**config.mk**
```make
export PLATFORM = sky130hd
export DESIGN_NAME = wb_arbiter_flat
export DESIGN_NICKNAME = d
export VERILOG_FILES = /design/src/rtl/wb_arbiter_if.sv /design/src/rtl/wb_arbiter.sv /design/src/flat_wrapper.sv
export SDC_FILE = /design/constraint.sdc
export NUM_CORES = 1
export LEC_CHECK = 0
export BUFFER_PORTS_ARGS = -buffer_cell sky130_fd_sc_hd__buf_2
export CAP_MARGIN = 20
export CORE_AREA = 2 2 186 188
export CTS_CLUSTER_DIAMETER = 150
export CTS_CLUSTER_SIZE = 14
export DETAILED_ROUTE_END_ITERATION = 6
export DIE_AREA = 0 0 188 190
export GPL_TIMING_DRIVEN = 0
export PLACE_DENSITY = 0.7
export SYNTH_ARGS = -nofsm -noshare
export SYNTH_HDL_FRONTEND = slang
export SYNTH_SLANG_ARGS = --single-unit
```
**constraint.sdc**
```tcl
create_clock -name clk -period 8.8 [get_ports clk]
set_input_delay 0.44 -clock clk [delete_from_list [all_inputs] [get_ports clk]]
set_output_delay 0.44 -clock clk [all_outputs]
set_load 0.05 [all_outputs]
```
**src/rtl/wb_arbiter_if.sv**
```systemverilog
// Writeback arbiter bus: ALU result stream, LSU/MDU result handshakes,
// flush, and the single registered writeback port.
// Handshake rule: a LSU or MDU transfer happens in a cycle where both
// valid and ready are high; a source holds valid and payload stable until
// it sees ready. The ALU stream has no ready and is always accepted.
interface wb_arbiter_if #(
   parameter int SCOREBOARD_SIZE_WIDTH = 4
);
   logic                             flush_i;
   logic                             alu_exe_valid_i;
   logic [SCOREBOARD_SIZE_WIDTH-1:0] alu_sid_i;
   logic [4:0]                       alu_exe_rd_i;
   logic [63:0]                      alu_exe_rd_value_i;
   logic                             alu_afull_o;
   logic                             lsu_valid_i;
   logic                             lsu_ready_o;
   logic [SCOREBOARD_SIZE_WIDTH-1:0] lsu_sid_i;
   logic [4:0]                       lsu_rd_i;
   logic [63:0]                      lsu_value_i;
   logic                             mdu_valid_i;
   logic                             mdu_ready_o;
   logic [SCOREBOARD_SIZE_WIDTH-1:0] mdu_sid_i;
   logic [4:0]                       mdu_rd_i;
   logic [63:0]                      mdu_value_i;
   logic                             wb_valid_o;
   logic                             wb_we_o;
   logic [SCOREBOARD_SIZE_WIDTH-1:0] wb_sid_o;
   logic [4:0]                       wb_rd_o;
   logic [63:0]                      wb_value_o;
   logic                             alu_ovf_o;

   // Execute-unit / pipeline side.
   modport master (
      output flush_i, alu_exe_valid_i, alu_sid_i, alu_exe_rd_i, alu_exe_rd_value_i,
      output lsu_valid_i, lsu_sid_i, lsu_rd_i, lsu_value_i,
      output mdu_valid_i, mdu_sid_i, mdu_rd_i, mdu_value_i,
      input  alu_afull_o, lsu_ready_o, mdu_ready_o,
      input  wb_valid_o, wb_we_o, wb_sid_o, wb_rd_o, wb_value_o, alu_ovf_o
   );

   // Arbiter side.
   modport slave (
      input  flush_i, alu_exe_valid_i, alu_sid_i, alu_exe_rd_i, alu_exe_rd_value_i,
      input  lsu_valid_i, lsu_sid_i, lsu_rd_i, lsu_value_i,
      input  mdu_valid_i, mdu_sid_i, mdu_rd_i, mdu_value_i,
      output alu_afull_o, lsu_ready_o, mdu_ready_o,
      output wb_valid_o, wb_we_o, wb_sid_o, wb_rd_o, wb_value_o, alu_ovf_o
   );
endinterface

```
**src/rtl/wb_arbiter.sv**
```systemverilog
// Writeback arbiter: buffers the ALU result stream in a small FIFO and
// round-robins (ALU->LSU->MDU) between it and the LSU/MDU handshakes onto a
// single registered writeback port. A nearly full FIFO forces the ALU to win.
// Optional feature macro WB_ALU_BYPASS_EN: an ALU result arriving to an empty
// FIFO may be granted in the same cycle and skip the FIFO.
// rr_state exposes the round-robin pointer (0 ALU, 1 LSU, 2 MDU) for debug.
module wb_arbiter #(
   parameter int ALU_FIFO_DEPTH        = 4,
   parameter int SCOREBOARD_SIZE_WIDTH = 4
) (
   input  logic       clk,
   input  logic       rst,
   wb_arbiter_if.slave bus,
   output logic [1:0] rr_state
);
   localparam int SW = SCOREBOARD_SIZE_WIDTH;
   localparam int AW = $clog2(ALU_FIFO_DEPTH);
   localparam logic [AW:0]   CNT_DEPTH = (AW+1)'(ALU_FIFO_DEPTH);
   localparam logic [AW:0]   CNT_HI    = (AW+1)'(ALU_FIFO_DEPTH - 1);
   localparam logic [AW:0]   CNT_AF    = (AW+1)'(ALU_FIFO_DEPTH - 2);
   localparam logic [AW:0]   CNT_ONE   = (AW+1)'(1);
   localparam logic [AW-1:0] PTR_ONE   = AW'(1);

   typedef struct packed {
      logic [SW-1:0] sid;
      logic [4:0]    rd;
      logic [63:0]   value;
   } entry_t;

   typedef enum logic [1:0] {SRC_ALU = 2'd0, SRC_LSU = 2'd1, SRC_MDU = 2'd2} src_e;

   function automatic src_e next_src(input src_e s);
      case (s)
         SRC_ALU: next_src = SRC_LSU;
         SRC_LSU: next_src = SRC_MDU;
         default: next_src = SRC_ALU;
      endcase
   endfunction

   entry_t        mem [ALU_FIFO_DEPTH];
   logic [AW-1:0] wr_ptr, rd_ptr;
   logic [AW:0]   count;
   src_e          rr_q, rr_d, c1, c2;
   logic          alu_live_in, alu_req, override, gnt_any;
   logic [2:0]    req;
   src_e          gnt_src;
   logic          pop, push, bypass_take, ovf_set;
   entry_t        alu_in, gnt_payload, wb_q;
   logic          wb_valid_q, ovf_q;

   assign alu_in = '{sid: bus.alu_sid_i, rd: bus.alu_exe_rd_i, value: bus.alu_exe_rd_value_i};

`ifdef WB_ALU_BYPASS_EN
   assign alu_live_in = (count == '0) && bus.alu_exe_valid_i;
`else
   assign alu_live_in = 1'b0;
`endif

   assign alu_req  = (count != '0) || alu_live_in;
   assign req      = {bus.mdu_valid_i, bus.lsu_valid_i, alu_req};
   assign override = (count >= CNT_HI);
   assign c1       = next_src(rr_q);
   assign c2       = next_src(c1);

   // Round-robin pointer register
   always_ff @(posedge clk or posedge rst) begin
      if (rst) rr_q <= SRC_ALU;
      else     rr_q <= rr_d;
   end

   // Grant selection and next pointer: override first, then rotate from rr
   always_comb begin
      gnt_any = 1'b0;
      gnt_src = SRC_ALU;
      rr_d    = rr_q;
      if (!rst && !bus.flush_i) begin
         if (override) begin
            gnt_any = 1'b1;
            gnt_src = SRC_ALU;
         end else if (req[rr_q]) begin
            gnt_any = 1'b1;
            gnt_src = rr_q;
         end else if (req[c1]) begin
            gnt_any = 1'b1;
            gnt_src = c1;
         end else if (req[c2]) begin
            gnt_any = 1'b1;
            gnt_src = c2;
         end
      end
      if (gnt_any) rr_d = next_src(gnt_src);
   end

   // Grant decode to the LSU/MDU readies
   always_comb begin
      bus.lsu_ready_o = gnt_any && (gnt_src == SRC_LSU);
      bus.mdu_ready_o = gnt_any && (gnt_src == SRC_MDU);
      rr_state        = rr_q;
   end

   // An ALU grant with an empty FIFO can only be the bypass path.
   assign bypass_take = gnt_any && (gnt_src == SRC_ALU) && (count == '0);
   assign pop         = gnt_any && (gnt_src == SRC_ALU) && (count != '0);
   assign push        = bus.alu_exe_valid_i && !bus.flush_i && !bypass_take
                        && ((count != CNT_DEPTH) || pop);
   assign ovf_set     = bus.alu_exe_valid_i && !bus.flush_i && !bypass_take
                        && (count == CNT_DEPTH) && !pop;

   // FIFO pointers and occupancy; flush empties the buffer
   always_ff @(posedge clk or posedge rst) begin
      if (rst) begin
         wr_ptr <= '0;
         rd_ptr <= '0;
         count  <= '0;
      end else if (bus.flush_i) begin
         wr_ptr <= '0;
         rd_ptr <= '0;
         count  <= '0;
      end else begin
         if (push) wr_ptr <= wr_ptr + PTR_ONE;
         if (pop)  rd_ptr <= rd_ptr + PTR_ONE;
         case ({push, pop})
            2'b10:   count <= count + CNT_ONE;
            2'b01:   count <= count - CNT_ONE;
            default: count <= count;
         endcase
      end
   end

   // FIFO storage, written only on an accepted push
   always_ff @(posedge clk) begin
      if (push) mem[wr_ptr] <= alu_in;
   end

   // Payload of the granted source
   always_comb begin
      gnt_payload = '0;
      case (gnt_src)
         SRC_LSU: gnt_payload = '{sid: bus.lsu_sid_i, rd: bus.lsu_rd_i, value: bus.lsu_value_i};
         SRC_MDU: gnt_payload = '{sid: bus.mdu_sid_i, rd: bus.mdu_rd_i, value: bus.mdu_value_i};
         default: gnt_payload = (count == '0) ? alu_in : mem[rd_ptr];
      endcase
   end

   // Writeback register: one valid pulse per grant, payload held otherwise
   always_ff @(posedge clk or posedge rst) begin
      if (rst) begin
         wb_valid_q <= 1'b0;
         wb_q       <= '0;
      end else begin
         wb_valid_q <= gnt_any;
         if (gnt_any) wb_q <= gnt_payload;
      end
   end

   // Sticky overflow flag, cleared only by reset
   always_ff @(posedge clk or posedge rst) begin
      if (rst)          ovf_q <= 1'b0;
      else if (ovf_set) ovf_q <= 1'b1;
   end

   assign bus.wb_valid_o  = wb_valid_q;
   assign bus.wb_we_o     = wb_valid_q && (wb_q.rd != 5'd0);
   assign bus.wb_sid_o    = wb_q.sid;
   assign bus.wb_rd_o     = wb_q.rd;
   assign bus.wb_value_o  = wb_q.value;
   assign bus.alu_ovf_o   = ovf_q;
   assign bus.alu_afull_o = (count >= CNT_AF);
endmodule

```
**src/flat_wrapper.sv**
```systemverilog
// flat-port wrapper written by rule: the top's interface ports become plain ports
module wb_arbiter_flat 
#(
   parameter int ALU_FIFO_DEPTH        = 4,
   parameter int SCOREBOARD_SIZE_WIDTH = 4
)
  (clk, rst, rr_state, bus_flush_i, bus_alu_exe_valid_i, bus_alu_sid_i, bus_alu_exe_rd_i, bus_alu_exe_rd_value_i, bus_lsu_valid_i, bus_lsu_sid_i, bus_lsu_rd_i, bus_lsu_value_i, bus_mdu_valid_i, bus_mdu_sid_i, bus_mdu_rd_i, bus_mdu_value_i, bus_alu_afull_o, bus_lsu_ready_o, bus_mdu_ready_o, bus_wb_valid_o, bus_wb_we_o, bus_wb_sid_o, bus_wb_rd_o, bus_wb_value_o, bus_alu_ovf_o);
  wb_arbiter_if #(.SCOREBOARD_SIZE_WIDTH(SCOREBOARD_SIZE_WIDTH)) bus_i ();
  input  logic clk;
  input  logic rst;
  output logic [1:0] rr_state;
  input wire logic [$bits(bus_i.flush_i)-1:0] bus_flush_i;
  input wire logic [$bits(bus_i.alu_exe_valid_i)-1:0] bus_alu_exe_valid_i;
  input wire logic [$bits(bus_i.alu_sid_i)-1:0] bus_alu_sid_i;
  input wire logic [$bits(bus_i.alu_exe_rd_i)-1:0] bus_alu_exe_rd_i;
  input wire logic [$bits(bus_i.alu_exe_rd_value_i)-1:0] bus_alu_exe_rd_value_i;
  input wire logic [$bits(bus_i.lsu_valid_i)-1:0] bus_lsu_valid_i;
  input wire logic [$bits(bus_i.lsu_sid_i)-1:0] bus_lsu_sid_i;
  input wire logic [$bits(bus_i.lsu_rd_i)-1:0] bus_lsu_rd_i;
  input wire logic [$bits(bus_i.lsu_value_i)-1:0] bus_lsu_value_i;
  input wire logic [$bits(bus_i.mdu_valid_i)-1:0] bus_mdu_valid_i;
  input wire logic [$bits(bus_i.mdu_sid_i)-1:0] bus_mdu_sid_i;
  input wire logic [$bits(bus_i.mdu_rd_i)-1:0] bus_mdu_rd_i;
  input wire logic [$bits(bus_i.mdu_value_i)-1:0] bus_mdu_value_i;
  output wire logic [$bits(bus_i.alu_afull_o)-1:0] bus_alu_afull_o;
  output wire logic [$bits(bus_i.lsu_ready_o)-1:0] bus_lsu_ready_o;
  output wire logic [$bits(bus_i.mdu_ready_o)-1:0] bus_mdu_ready_o;
  output wire logic [$bits(bus_i.wb_valid_o)-1:0] bus_wb_valid_o;
  output wire logic [$bits(bus_i.wb_we_o)-1:0] bus_wb_we_o;
  output wire logic [$bits(bus_i.wb_sid_o)-1:0] bus_wb_sid_o;
  output wire logic [$bits(bus_i.wb_rd_o)-1:0] bus_wb_rd_o;
  output wire logic [$bits(bus_i.wb_value_o)-1:0] bus_wb_value_o;
  output wire logic [$bits(bus_i.alu_ovf_o)-1:0] bus_alu_ovf_o;
  assign bus_i.flush_i = bus_flush_i;
  assign bus_i.alu_exe_valid_i = bus_alu_exe_valid_i;
  assign bus_i.alu_sid_i = bus_alu_sid_i;
  assign bus_i.alu_exe_rd_i = bus_alu_exe_rd_i;
  assign bus_i.alu_exe_rd_value_i = bus_alu_exe_rd_value_i;
  assign bus_i.lsu_valid_i = bus_lsu_valid_i;
  assign bus_i.lsu_sid_i = bus_lsu_sid_i;
  assign bus_i.lsu_rd_i = bus_lsu_rd_i;
  assign bus_i.lsu_value_i = bus_lsu_value_i;
  assign bus_i.mdu_valid_i = bus_mdu_valid_i;
  assign bus_i.mdu_sid_i = bus_mdu_sid_i;
  assign bus_i.mdu_rd_i = bus_mdu_rd_i;
  assign bus_i.mdu_value_i = bus_mdu_value_i;
  assign bus_alu_afull_o = bus_i.alu_afull_o;
  assign bus_lsu_ready_o = bus_i.lsu_ready_o;
  assign bus_mdu_ready_o = bus_i.mdu_ready_o;
  assign bus_wb_valid_o = bus_i.wb_valid_o;
  assign bus_wb_we_o = bus_i.wb_we_o;
  assign bus_wb_sid_o = bus_i.wb_sid_o;
  assign bus_wb_rd_o = bus_i.wb_rd_o;
  assign bus_wb_value_o = bus_i.wb_value_o;
  assign bus_alu_ovf_o = bus_i.alu_ovf_o;
  wb_arbiter #(.ALU_FIFO_DEPTH(ALU_FIFO_DEPTH), .SCOREBOARD_SIZE_WIDTH(SCOREBOARD_SIZE_WIDTH)) u_core (.clk(clk), .rst(rst), .bus(bus_i), .rr_state(rr_state));
endmodule
```
==> results of run 1 <==
-- per-stage QoR --
step           util (%)  worst slack, ns  power [µW]
4_1_cts           56.18            3.334        5101
3_3_place_gp      53.11            2.260        3842
3_5_place_dp      53.59            3.946        3863
5_1_grt           56.19            3.139        5307
2_1_floorplan         -            4.249        3392
6_report          56.19            3.455        5068
-- report_power, final --
| group | total [µW] | switching (µW) | internal [µW] |
|---|---|---|---|
| Combinational | 1620 | 1100 | 523 |
| Sequential | 2190 | 92.3 | 2100 |
| Clock | 1250 | 589 | 663 |
-- metal layers --
| metal | routed length (µm) | GRT usage [%] | share of wire (%) | vias to the layer above |
|---|---|---|---|---|
| met4 | 555 | 4.846 | 1.4 | 2 |
| li1 | - | - | - | 4810 |
| met5 | 7 | 0 | 0.017 | - |
| met2 | 19550 | 37.26 | 48 | 450 |
| met1 | 17420 | 32.88 | 43 | 5309 |
| met3 | 3102 | 3.782 | 7.6 | 48 |
-- how the worst min path moves through the flow --
stage | from | endpoint | slack (ns) | depth (start not counted)
after global routing | bus_alu_exe_rd_value_i[2] | u_core.mem[2][2] | 0.09 | 1
after floorplan | u_core.wr_ptr[1] | u_core.wr_ptr[1] | 0.54 | 2
after detailed placement | u_core.bus.wb_value_o[0] | u_core.bus.wb_value_o[0] | 0.47 | 2
after global placement | u_core.bus.wb_value_o[59] | u_core.bus.wb_value_o[59] | 0.46 | 2
after CTS | bus_alu_exe_rd_value_i[17] | u_core.mem[0][17] | 0.09 | 1
final | bus_alu_exe_rd_value_i[2] | u_core.mem[2][2] | 0.11 | 1
-- layout make-up --
cell class / count / area share, %
Sequential cell: 376 / 56.99
Multi-Input combinational cell: 582 / 24.31
Timing Repair Buffer: 312 / 8.835
Clock buffer: 54 / 4.572
Tap cell: 455 / 2.984
Buffer: 84 / 2.027
Inverter: 13 / 0.2689
Antenna cell: 1 / 0.01312
-- layout by cell type (no fill, tap or decap), types with 14 or more instances in the layout --
cell,synthesis,final
sky130_fd_sc_hd__a21oi_1,74,74
sky130_fd_sc_hd__a22o_1,73,73
sky130_fd_sc_hd__a22oi_1,73,73
sky130_fd_sc_hd__buf_2,21,326
sky130_fd_sc_hd__clkbuf_1,47,69
sky130_fd_sc_hd__clkbuf_16,0,31
sky130_fd_sc_hd__dfrtp_1,84,84
sky130_fd_sc_hd__edfxtp_1,292,292
sky130_fd_sc_hd__mux4_2,73,73
sky130_fd_sc_hd__nand2_1,154,154
sky130_fd_sc_hd__o21ai_0,58,58
sky130_fd_sc_hd__o21ai_1,14,14
-- sequential cells by signal, indices dropped and copies added, names as in the netlist --
| name | cells |
|---|---|
| u_core.bus.wb_valid_o | 1 |
| u_core.rr_state | 2 |
| u_core.bus.wb_value_o | 64 |
| u_core.wr_ptr | 2 |
| u_core.count | 3 |
| u_core.bus.wb_sid_o | 4 |
| u_core.mem | 292 |
| u_core.rd_ptr | 2 |
| u_core.bus.wb_rd_o | 5 |
| u_core.bus.alu_ovf_o | 1 |
-- worst register-to-register path, stage by stage, from the launching register on --
cell and delay, ns:
sky130_fd_sc_hd__dfrtp_1 0.37, sky130_fd_sc_hd__buf_6 0.14, sky130_fd_sc_hd__or3_1 0.37, sky130_fd_sc_hd__clkbuf_2 0.16, sky130_fd_sc_hd__clkbuf_1 0.34, sky130_fd_sc_hd__buf_2 0.33
sky130_fd_sc_hd__o21ai_0 0.19, sky130_fd_sc_hd__nand3_1 0.18, sky130_fd_sc_hd__inv_1 0.13, sky130_fd_sc_hd__ha_1 0.23, sky130_fd_sc_hd__clkbuf_1 0.66, sky130_fd_sc_hd__clkbuf_1 0.78
sky130_fd_sc_hd__a22oi_1 0.27, sky130_fd_sc_hd__a22o_1 0.24, sky130_fd_sc_hd__o21ai_0 0.15
-- timing repair --
action / CTS / global route
setup buffers: 0 / 0
hold endpoints to repair: 29 / 0
hold buffers: 1 / 0
-- logic make-up after synthesis --
kind of cell,after synthesis
AO/OA/AOI/OAI,306
XOR/XNOR,4
adder cells (fa/ha/maj),10
buffers and inverters,97
flip-flops,376
multiplexers,74
AND/OR/NAND/NOR,188
==> flow_summary.html, run 1 <==
<table>
<tr><th>Metric</th><th>Value</th></tr>
<tr><th colspan="2">Layout</th></tr>
<tr><td>Final cell count without fillers</td><td>1877</td></tr>
<tr><td>Post-route cell area</td><td>approximately 0.019 mm²</td></tr>
<tr><td>Footprint of the multi-input gates</td><td>between 0.004 and 0.005 mm²</td></tr>
<tr><td>Number of nets at the end of the flow</td><td>approximately 1600</td></tr>
<tr><td>Flip-flop and latch area</td><td>~0.011 mm²</td></tr>
<tr><td>Relative area change from synthesis to final layout</td><td>19.72%</td></tr>
<tr><td>Share of cells above drive strength 1</td><td>roughly 32%</td></tr>
<tr><td>Number of filler cells placed in the layout</td><td>2723</td></tr>
<tr><th colspan="2">Synth</th></tr>
<tr><td>Proportion of synthesized area in mux cells</td><td>between 10% and 20%</td></tr>
<tr><td>Post-synthesis cell type with the largest combined area</td><td>sky130_fd_sc_hd__edfxtp_1</td></tr>
<tr><td>Area fraction in compound gates after synthesis</td><td>12.83%</td></tr>
<tr><td>XOR/XNOR share of the synthesized area</td><td>less than 1%</td></tr>
<tr><td>Avg Cell Area, Syn</td><td>between 15 and 20 µm²</td></tr>
<tr><td>Mapped Cells</td><td>around 1100</td></tr>
<tr><td>Count of unique library cells instantiated by Yosys</td><td>between 40 and 50</td></tr>
<tr><td>Most used DFF post-synth</td><td>sky130_fd_sc_hd__edfxtp_1</td></tr>
<tr><td>Synthesis Warnings</td><td>0</td></tr>
<tr><td>Most frequent cells after synthesis</td><td>292 x sky130_fd_sc_hd__edfxtp_1, 154 x sky130_fd_sc_hd__nand2_1, 84 x sky130_fd_sc_hd__dfrtp_1, 74 x sky130_fd_sc_hd__a21oi_1</td></tr>
<tr><td>Number of synthesized flops with an enable pin</td><td>about 290</td></tr>
<tr><td>Post-synth ARST share</td><td>between 20% and 30%</td></tr>
<tr><td>Net count of the mapped netlist</td><td>between 1000 and 1500</td></tr>
<tr><td>Post-synthesis share of cell area spent on and, or, nand and nor gates</td><td>4.782%</td></tr>
<tr><td>Main combinational cell family by area after synthesis</td><td>compound AO/OA/AOI/OAI gates</td></tr>
<tr><td>Sequential fraction of the synthesis area</td><td>approximately two thirds</td></tr>
<tr><td>Share of synthesized cell area in full adder, half adder and majority cells</td><td>less than 1%</td></tr>
<tr><td>Area share of the leading cell type in the synthesized netlist</td><td>between 50% and 60%</td></tr>
<tr><td>Netlist area before placement</td><td>around 0.016 mm²</td></tr>
<tr><td>Count leader, synth</td><td>sky130_fd_sc_hd__edfxtp_1</td></tr>
<tr><td>Flops &amp; latches, synth</td><td>376</td></tr>
<tr><td>Top cells by area, synth</td><td>sky130_fd_sc_hd__edfxtp_1 55%, sky130_fd_sc_hd__dfrtp_1 13%, sky130_fd_sc_hd__mux4_2 10%</td></tr>
<tr><th colspan="2">Clocking</th></tr>
<tr><td>Clk sinks</td><td>~380</td></tr>
<tr><td>Clock-pin slew reported for the worst setup and hold paths after clock tree synthesis</td><td>about 0.070 ns</td></tr>
<tr><td>Source-to-sink clock delay at the later pin of the worst-skew pair</td><td>0.56 ns</td></tr>
<tr><td>Deepest level of the CTS H-tree</td><td>1</td></tr>
<tr><td>Buffers from clock root to sink, at most</td><td>3</td></tr>
<tr><td>TritonCTS Buffers</td><td>30</td></tr>
<tr><td>Root buffer cell</td><td>sky130_fd_sc_hd__clkbuf_16</td></tr>
<tr><td>CTS tree</td><td>yes</td></tr>
<tr><td>Cells resized by post-CTS repair</td><td>0</td></tr>
<tr><th colspan="2">STA</th></tr>
<tr><td>Number of pins exceeding their max-slew limit in the final report</td><td>0</td></tr>
<tr><td>Setup Skew</td><td>roughly 0.012 ns</td></tr>
<tr><td>Worst-margin pin slew</td><td>1.035 ns</td></tr>
<tr><td>Setup repair after global routing missed its margin</td><td>no</td></tr>
<tr><td>Final setup vio count</td><td>0</td></tr>
<tr><td>Min cycle time layout</td><td>roughly 5.3 ns</td></tr>
<tr><td>Hold Vio Cnt, Final</td><td>0</td></tr>
<tr><td>Post-route fraction of the period consumed by the critical path</td><td>60.73%</td></tr>
<tr><td>Tightest slew margin relative to the limit</td><td>31.00%</td></tr>
<tr><td>Minimum hold slack</td><td>about 0.11 ns</td></tr>
<tr><td>Achievable frequency</td><td>187.1 MHz</td></tr>
<tr><td>TNS Setup</td><td>0 ns</td></tr>
<tr><th colspan="2">Placement</th></tr>
<tr><td>DP Cell Count</td><td>~1800</td></tr>
<tr><td>DP Area</td><td>approximately 0.018 mm²</td></tr>
<tr><td>Hpwl dp</td><td>27380 µm</td></tr>
<tr><td>Count of buffers inserted at the top-level ports</td><td>around 310</td></tr>
<tr><td>Gpl congestion</td><td>around 0.81</td></tr>
<tr><th colspan="2">Setup path</th></tr>
<tr><td>Setup crit start kind</td><td>flop</td></tr>
<tr><td>Worst setup path startpoint</td><td>u_core.count[2]</td></tr>
<tr><td>Setup slack, reg-to-reg</td><td>4.18 ns</td></tr>
<tr><td>Path type of the worst setup path</td><td>flop to primary output</td></tr>
<tr><td>Capture point of the worst reg-to-reg path</td><td>u_core.bus.wb_value_o[51]</td></tr>
<tr><td>Largest fanout on the critical path</td><td>10</td></tr>
<tr><td>Kind of cell with the highest combined delay on the critical path</td><td>buffers and inverters</td></tr>
<tr><td>Worst path slowest cell</td><td>sky130_fd_sc_hd__clkbuf_1</td></tr>
<tr><td>Worst Reg-to-Reg Cells</td><td>14</td></tr>
<tr><td>Arrival time of data at the critical path endpoint</td><td>between 4 and 5 ns</td></tr>
<tr><td>Required time at the endpoint of the critical path</td><td>between 8 and 9 ns</td></tr>
<tr><td>Combined buffer and inverter count along the critical path</td><td>8</td></tr>
<tr><td>Levels on crit path</td><td>13</td></tr>
<tr><td>Most frequent cell on the critical path</td><td>sky130_fd_sc_hd__clkbuf_1</td></tr>
<tr><td>CP Capture Type</td><td>primary output</td></tr>
<tr><td>Ordered cell list for the critical path</td><td>buf_6, or3_1, clkbuf_2, clkbuf_1, buf_2, o21ai_0, nand3_1, inv_1, ha_1, clkbuf_1, clkbuf_1, and2_1, buf_2</td></tr>
<tr><td>Critical register-to-register path startpoint</td><td>u_core.count[2]</td></tr>
<tr><td>Critical path endpoint</td><td>bus_lsu_ready_o</td></tr>
<tr><td>Stage delay of the slowest cell on the critical path</td><td>slightly below 0.8 ns</td></tr>
<tr><th colspan="2">Die</th></tr>
<tr><td>Number of ports placed on the die boundary</td><td>just over 300</td></tr>
<tr><td>Placement row count</td><td>a little under 70</td></tr>
<tr><td>Area of the placeable core</td><td>0.03395 mm²</td></tr>
<tr><td>Die width</td><td>188 µm</td></tr>
<tr><td>Chip Height</td><td>around 190 µm</td></tr>
<tr><td>Die Footprint</td><td>roughly 0.036 mm²</td></tr>
<tr><td>Initial Util</td><td>a little under half</td></tr>
<tr><th colspan="2">Flow run</th></tr>
<tr><td>Number of max-cap violations</td><td>0</td></tr>
<tr><th colspan="2">Power and ir drop</th></tr>
<tr><td>Cell area power density</td><td>~270 mW/mm²</td></tr>
<tr><td>Maximum VDD drop</td><td>about 0.16 mV</td></tr>
<tr><td>Leakage Power</td><td>just over 0.007 µW</td></tr>
<tr><th colspan="2">Routing</th></tr>
<tr><td>Vias per cell</td><td>roughly 5.7</td></tr>
<tr><td>DRT iter0 DRCs</td><td>a little over 1000</td></tr>
<tr><td>Antenna viol nets, final</td><td>0</td></tr>
<tr><td>Vias post-DR</td><td>roughly 11000</td></tr>
<tr><td>Length of the first detailed-routing pass in iterations</td><td>5</td></tr>
<tr><td>Routed Wire Length</td><td>~40000 µm</td></tr>
<tr><td>Routed wire per std cell</td><td>21.65 µm</td></tr>
<tr><td>Remaining design rule violation count</td><td>0</td></tr>
<tr><th colspan="2">GRT</th></tr>
<tr><td>Wire length of the first global-routing pass</td><td>around 63000 µm</td></tr>
<tr><td>Overall Global Routing Usage</td><td>a little under a quarter</td></tr>
<tr><td>Initial antenna violation count</td><td>3</td></tr>
<tr><td>Number of global-route vias before repair</td><td>roughly 11000</td></tr>
<tr><td>Pin count of the biggest net entering global routing</td><td>48</td></tr>
<tr><td>Remaining global-route overflow</td><td>0</td></tr>
<tr><th colspan="2">Hold path</th></tr>
<tr><td>Min-delay worst type</td><td>primary input to flop</td></tr>
<tr><th colspan="2">Outcome</th></tr>
<tr><td>Status</td><td>finished, final reports clean</td></tr>
</table>
No activity file was read; power rests on OpenSTA's default activity.
==> inputs of run 2 (changes only) <==
Settings changed: ABC_AREA set to 1, CORE_AREA 2 2 186 188 to 2 2 188 190, DIE_AREA 0 0 188 190 to 0 0 190 192, PLACE_DENSITY 0.7 to 0.73.
Clock period 8.8 ns to 4.4 ns, I/O delays scaled along.
==> run 2 against run 1 <==
Against the previous run: global-route usage up 4.7 points; clock skew up 0.0073 ns; highest routed layer unchanged; clock power up 100%; hold slack worse by 0.098 ns; largest cell class unchanged; total power up 130%.
==> flow_summary.html, run 2 <==
<table>
<tr><th>Metric</th><th>Value</th></tr>
<tr><th colspan="2">Routing</th></tr>
<tr><td>Remaining design rule violation count</td><td>0</td></tr>
<tr><td>Length of the first detailed-routing pass in iterations</td><td>6</td></tr>
<tr><td>Vias post-DR</td><td>around 14000</td></tr>
<tr><td>Routed Wire Length</td><td>51580 µm</td></tr>
<tr><td>Antenna viol nets, final</td><td>0</td></tr>
<tr><td>Routed wire per std cell</td><td>21.47 µm</td></tr>
<tr><td>DRT iter0 DRCs</td><td>about 1600</td></tr>
<tr><td>Vias per cell</td><td>5.775</td></tr>
<tr><th colspan="2">Synth</th></tr>
<tr><td>Netlist area before placement</td><td>~0.016 mm²</td></tr>
<tr><td>Number of synthesized flops with an enable pin</td><td>292</td></tr>
<tr><td>Avg Cell Area, Syn</td><td>~11 µm²</td></tr>
<tr><td>Post-synthesis cell type with the largest combined area</td><td>sky130_fd_sc_hd__edfxtp_1</td></tr>
<tr><td>Net count of the mapped netlist</td><td>between 1500 and 2000</td></tr>
<tr><td>Area share of the leading cell type in the synthesized netlist</td><td>53.66%</td></tr>
<tr><td>Sequential fraction of the synthesis area</td><td>66.53%</td></tr>
<tr><td>Synthesis Warnings</td><td>0</td></tr>
<tr><td>Count of unique library cells instantiated by Yosys</td><td>33</td></tr>
<tr><td>Flops &amp; latches, synth</td><td>376</td></tr>
<tr><td>Most used DFF post-synth</td><td>sky130_fd_sc_hd__edfxtp_1</td></tr>
<tr><td>Top cells by area, synth</td><td>sky130_fd_sc_hd__edfxtp_1 54%, sky130_fd_sc_hd__dfrtp_1 13%, sky130_fd_sc_hd__o21ai_0 5.9%</td></tr>
<tr><td>Mapped Cells</td><td>roughly 1500</td></tr>
<tr><td>Post-synth ARST share</td><td>approximately 22%</td></tr>
<tr><td>Count leader, synth</td><td>sky130_fd_sc_hd__edfxtp_1</td></tr>
<tr><td>Most frequent cells after synthesis</td><td>292 x sky130_fd_sc_hd__edfxtp_1, 252 x sky130_fd_sc_hd__nand2_1, 201 x sky130_fd_sc_hd__nor2_1, 192 x sky130_fd_sc_hd__o21ai_0, 84 x sky130_fd_sc_hd__dfrtp_1</td></tr>
<tr><th colspan="2">Hold path</th></tr>
<tr><td>Min-delay worst type</td><td>primary input to flop</td></tr>
<tr><td>Hold Crit Depth</td><td>5</td></tr>
<tr><td>Startpoint of the tightest hold check path</td><td>bus_lsu_value_i[23]</td></tr>
<tr><td>Worst-case hold path end point</td><td>u_core.bus.wb_value_o[23]</td></tr>
<tr><th colspan="2">Power and ir drop</th></tr>
<tr><td>Leakage Power</td><td>about 0.008 µW</td></tr>
<tr><td>Proportion of total power due to net switching</td><td>between 40 and 50%</td></tr>
<tr><td>Power consumption</td><td>about 12000 µW</td></tr>
<tr><td>Maximum VDD drop</td><td>0.4480 mV</td></tr>
<tr><td>Combinational group share of total power</td><td>roughly two fifths</td></tr>
<tr><td>Cell area power density</td><td>roughly 570 mW/mm²</td></tr>
<tr><td>Net switching power</td><td>between 4000 and 5000 µW</td></tr>
<tr><td>Share of power burned in registers</td><td>38.4%</td></tr>
<tr><td>Int Power</td><td>6944 µW</td></tr>
<tr><td>Part of the power in the clock network</td><td>between 20% and 30%</td></tr>
<tr><th colspan="2">Flow run</th></tr>
<tr><td>Number of max-cap violations</td><td>0</td></tr>
<tr><th colspan="2">STA</th></tr>
<tr><td>Setup repair after global routing missed its margin</td><td>no</td></tr>
<tr><td>Achievable frequency</td><td>approximately 240 MHz</td></tr>
<tr><td>Final setup vio count</td><td>0</td></tr>
<tr><td>Minimum hold slack</td><td>about 0.013 ns</td></tr>
<tr><td>Setup Skew</td><td>0.01931 ns</td></tr>
<tr><td>Worst-margin pin slew</td><td>1.053 ns</td></tr>
<tr><td>Number of pins exceeding their max-slew limit in the final report</td><td>0</td></tr>
<tr><td>Post-route fraction of the period consumed by the critical path</td><td>94.17%</td></tr>
<tr><td>TNS Setup</td><td>0 ns</td></tr>
<tr><td>Min cycle time layout</td><td>4.143 ns</td></tr>
<tr><td>Tightest slew margin relative to the limit</td><td>29.82%</td></tr>
<tr><td>Hold Vio Cnt, Final</td><td>0</td></tr>
<tr><th colspan="2">Clocking</th></tr>
<tr><td>Source-to-sink clock delay at the later pin of the worst-skew pair</td><td>about 0.57 ns</td></tr>
<tr><td>CTS tree</td><td>yes</td></tr>
<tr><td>Buffers from clock root to sink, at most</td><td>3</td></tr>
<tr><td>Clock-pin slew reported for the worst setup and hold paths after clock tree synthesis</td><td>approximately 0.07 ns</td></tr>
<tr><td>Post-CTS setup buffer count</td><td>0</td></tr>
<tr><td>Deepest level of the CTS H-tree</td><td>1</td></tr>
<tr><td>TritonCTS Buffers</td><td>30</td></tr>
<tr><td>Clk sinks</td><td>~380</td></tr>
<tr><td>Root buffer cell</td><td>sky130_fd_sc_hd__clkbuf_16</td></tr>
<tr><th colspan="2">Layout</th></tr>
<tr><td>Number of nets at the end of the flow</td><td>around 2200</td></tr>
<tr><td>Largest reg by FF count</td><td>u_core.mem</td></tr>
<tr><td>Commonest cells after routing, fill and taps aside</td><td>326 x sky130_fd_sc_hd__buf_2, 292 x sky130_fd_sc_hd__edfxtp_1, 252 x sky130_fd_sc_hd__nand2_1, 197 x sky130_fd_sc_hd__nor2_1, 192 x sky130_fd_sc_hd__o21ai_0</td></tr>
<tr><td>Commonest non-fill, non-tap cell in the layout</td><td>sky130_fd_sc_hd__buf_2</td></tr>
<tr><td>Share of cells above drive strength 1</td><td>20.50%</td></tr>
<tr><td>Relative area change from synthesis to final layout</td><td>26.28%</td></tr>
<tr><td>Number of flip-flops in the largest register</td><td>292</td></tr>
<tr><th colspan="2">Setup path</th></tr>
<tr><td>Path type of the worst setup path</td><td>flop to primary output</td></tr>
<tr><td>Required time at the endpoint of the critical path</td><td>about 4.2 ns</td></tr>
<tr><td>Setup slack, reg-to-reg</td><td>~0.47 ns</td></tr>
<tr><td>Worst Reg-to-Reg Cells</td><td>15</td></tr>
<tr><td>Largest fanout on the critical path</td><td>10</td></tr>
<tr><td>Setup crit start kind</td><td>flop</td></tr>
<tr><td>Critical register-to-register path startpoint</td><td>u_core.count[0]</td></tr>
<tr><td>Arrival time of data at the critical path endpoint</td><td>a little under 4 ns</td></tr>
<tr><td>CP Capture Type</td><td>primary output</td></tr>
<tr><td>Capture point of the worst reg-to-reg path</td><td>u_core.bus.wb_value_o[18]</td></tr>
<tr><th colspan="2">GRT</th></tr>
<tr><td>Remaining global-route overflow</td><td>0</td></tr>
<tr><td>Overall Global Routing Usage</td><td>between 20% and 30%</td></tr>
<tr><td>Wire length of the first global-routing pass</td><td>76890 µm</td></tr>
<tr><td>Pin count of the biggest net entering global routing</td><td>56</td></tr>
<tr><td>Initial antenna violation count</td><td>2</td></tr>
<tr><td>Number of global-route vias before repair</td><td>13490</td></tr>
<tr><th colspan="2">Die</th></tr>
<tr><td>Die Footprint</td><td>roughly 0.036 mm²</td></tr>
<tr><td>Chip Height</td><td>between 150 and 200 µm</td></tr>
<tr><td>Die width</td><td>190 µm</td></tr>
<tr><td>Area of the placeable core</td><td>~0.034 mm²</td></tr>
<tr><td>Placement row count</td><td>a little under 70</td></tr>
<tr><td>Initial Util</td><td>a little under half</td></tr>
<tr><td>Number of ports placed on the die boundary</td><td>around 300</td></tr>
<tr><th colspan="2">Placement</th></tr>
<tr><td>Count of buffers inserted at the top-level ports</td><td>about 310</td></tr>
<tr><td>Hpwl dp</td><td>34570 µm</td></tr>
<tr><td>Gpl congestion</td><td>between 0.8 and 0.9</td></tr>
<tr><th colspan="2">Outcome</th></tr>
<tr><td>Status</td><td>finished, final reports clean</td></tr>
</table>
run 2: how the worst max path moves through the flow:
stage / startpoint / end / cells after the start
2_1_floorplan: u_core.rr_state[1] / u_core.mem[0][0] / 11
3_3_place_gp: u_core.count[0] / u_core.mem[0][7] / 10
3_5_place_dp: u_core.count[0] / u_core.bus.wb_value_o[18] / 15
4_1_cts: u_core.count[0] / bus_mdu_ready_o / 13
5_1_grt: u_core.count[0] / bus_lsu_ready_o / 13
6_report: u_core.count[0] / bus_lsu_ready_o / 13
run 2: timing repair:
action / in CTS / in global routing
resized for setup: 0 / 5
endpoints found under the setup margin: 0 / 1
hold buffers: 101 / 0
endpoints found under the hold margin: 349 / 0
run 2: final cells by class:
type	count	area, µm²
fill	2797	13650
sequential	376	10870
multi-input combinational	955	4883
timing repair buffer	418	2815
clock buffer	54	872.1
tap	455	569.3
buffer	112	501.7
inverter	31	118.9
antenna	1	2.502
run 2: cells by family after synthesis:
kind of cell,share of synthesized area [%]
and+or+nand+nor,11.30
AOI/OAI and AO/OA,17.54
DFF,66.53
buffers and inverters,3.767
adders and majority gates,0.8117
xor gates and xnor gates,0.05361
run 2: through the flow:
step                      std cells  utilization, %  instance area [µm²]  setup WS [ns]
after floorplan                1474               -                16340         -1.095
final                          2402           60.18                20630         0.2567
after global routing           2402           60.18                20630        0.02301
after CTS                      2401           60.16                20630         0.1397
after detailed placement       2246           54.67                18750         0.5426
after global placement         2234           53.77                18440         -3.569
run 2: layer usage:
metal	up-vias	wire, µm	track usage [%]
li1	6255	-	-
met1	6735	20840	37.20
met2	752	24740	45.55
met3	128	4163	4.202
met4	2	1825	10.52
met5	-	13	0
run 2: power groups by stage:
stage / combinational, µW / clock (µW) / sequential, µW
final: 4750 / 2550 / 4550
after global routing: 5070 / 2700 / 4590
after CTS: 4700 / 2560 / 4540
after detailed placement: 4610 / 0 / 4610
after global placement: 4490 / 0 / 4630
after floorplan: 1990 / 0 / 5760
run 2: critical path, cell delays in order (launching register included):
cell                       delay (ns)
sky130_fd_sc_hd__dfrtp_1         0.42
sky130_fd_sc_hd__nor2_1          0.22
sky130_fd_sc_hd__a21oi_1         0.13
sky130_fd_sc_hd__o31ai_1         0.22
sky130_fd_sc_hd__nand2_1         0.07
sky130_fd_sc_hd__nand2_1         0.06
sky130_fd_sc_hd__nand2_1         0.10
sky130_fd_sc_hd__inv_1           0.10
sky130_fd_sc_hd__ha_1            0.16
sky130_fd_sc_hd__clkbuf_1        0.79
sky130_fd_sc_hd__clkbuf_1        0.58
sky130_fd_sc_hd__inv_1           0.09
sky130_fd_sc_hd__nor2_1          0.12
sky130_fd_sc_hd__buf_2           0.28
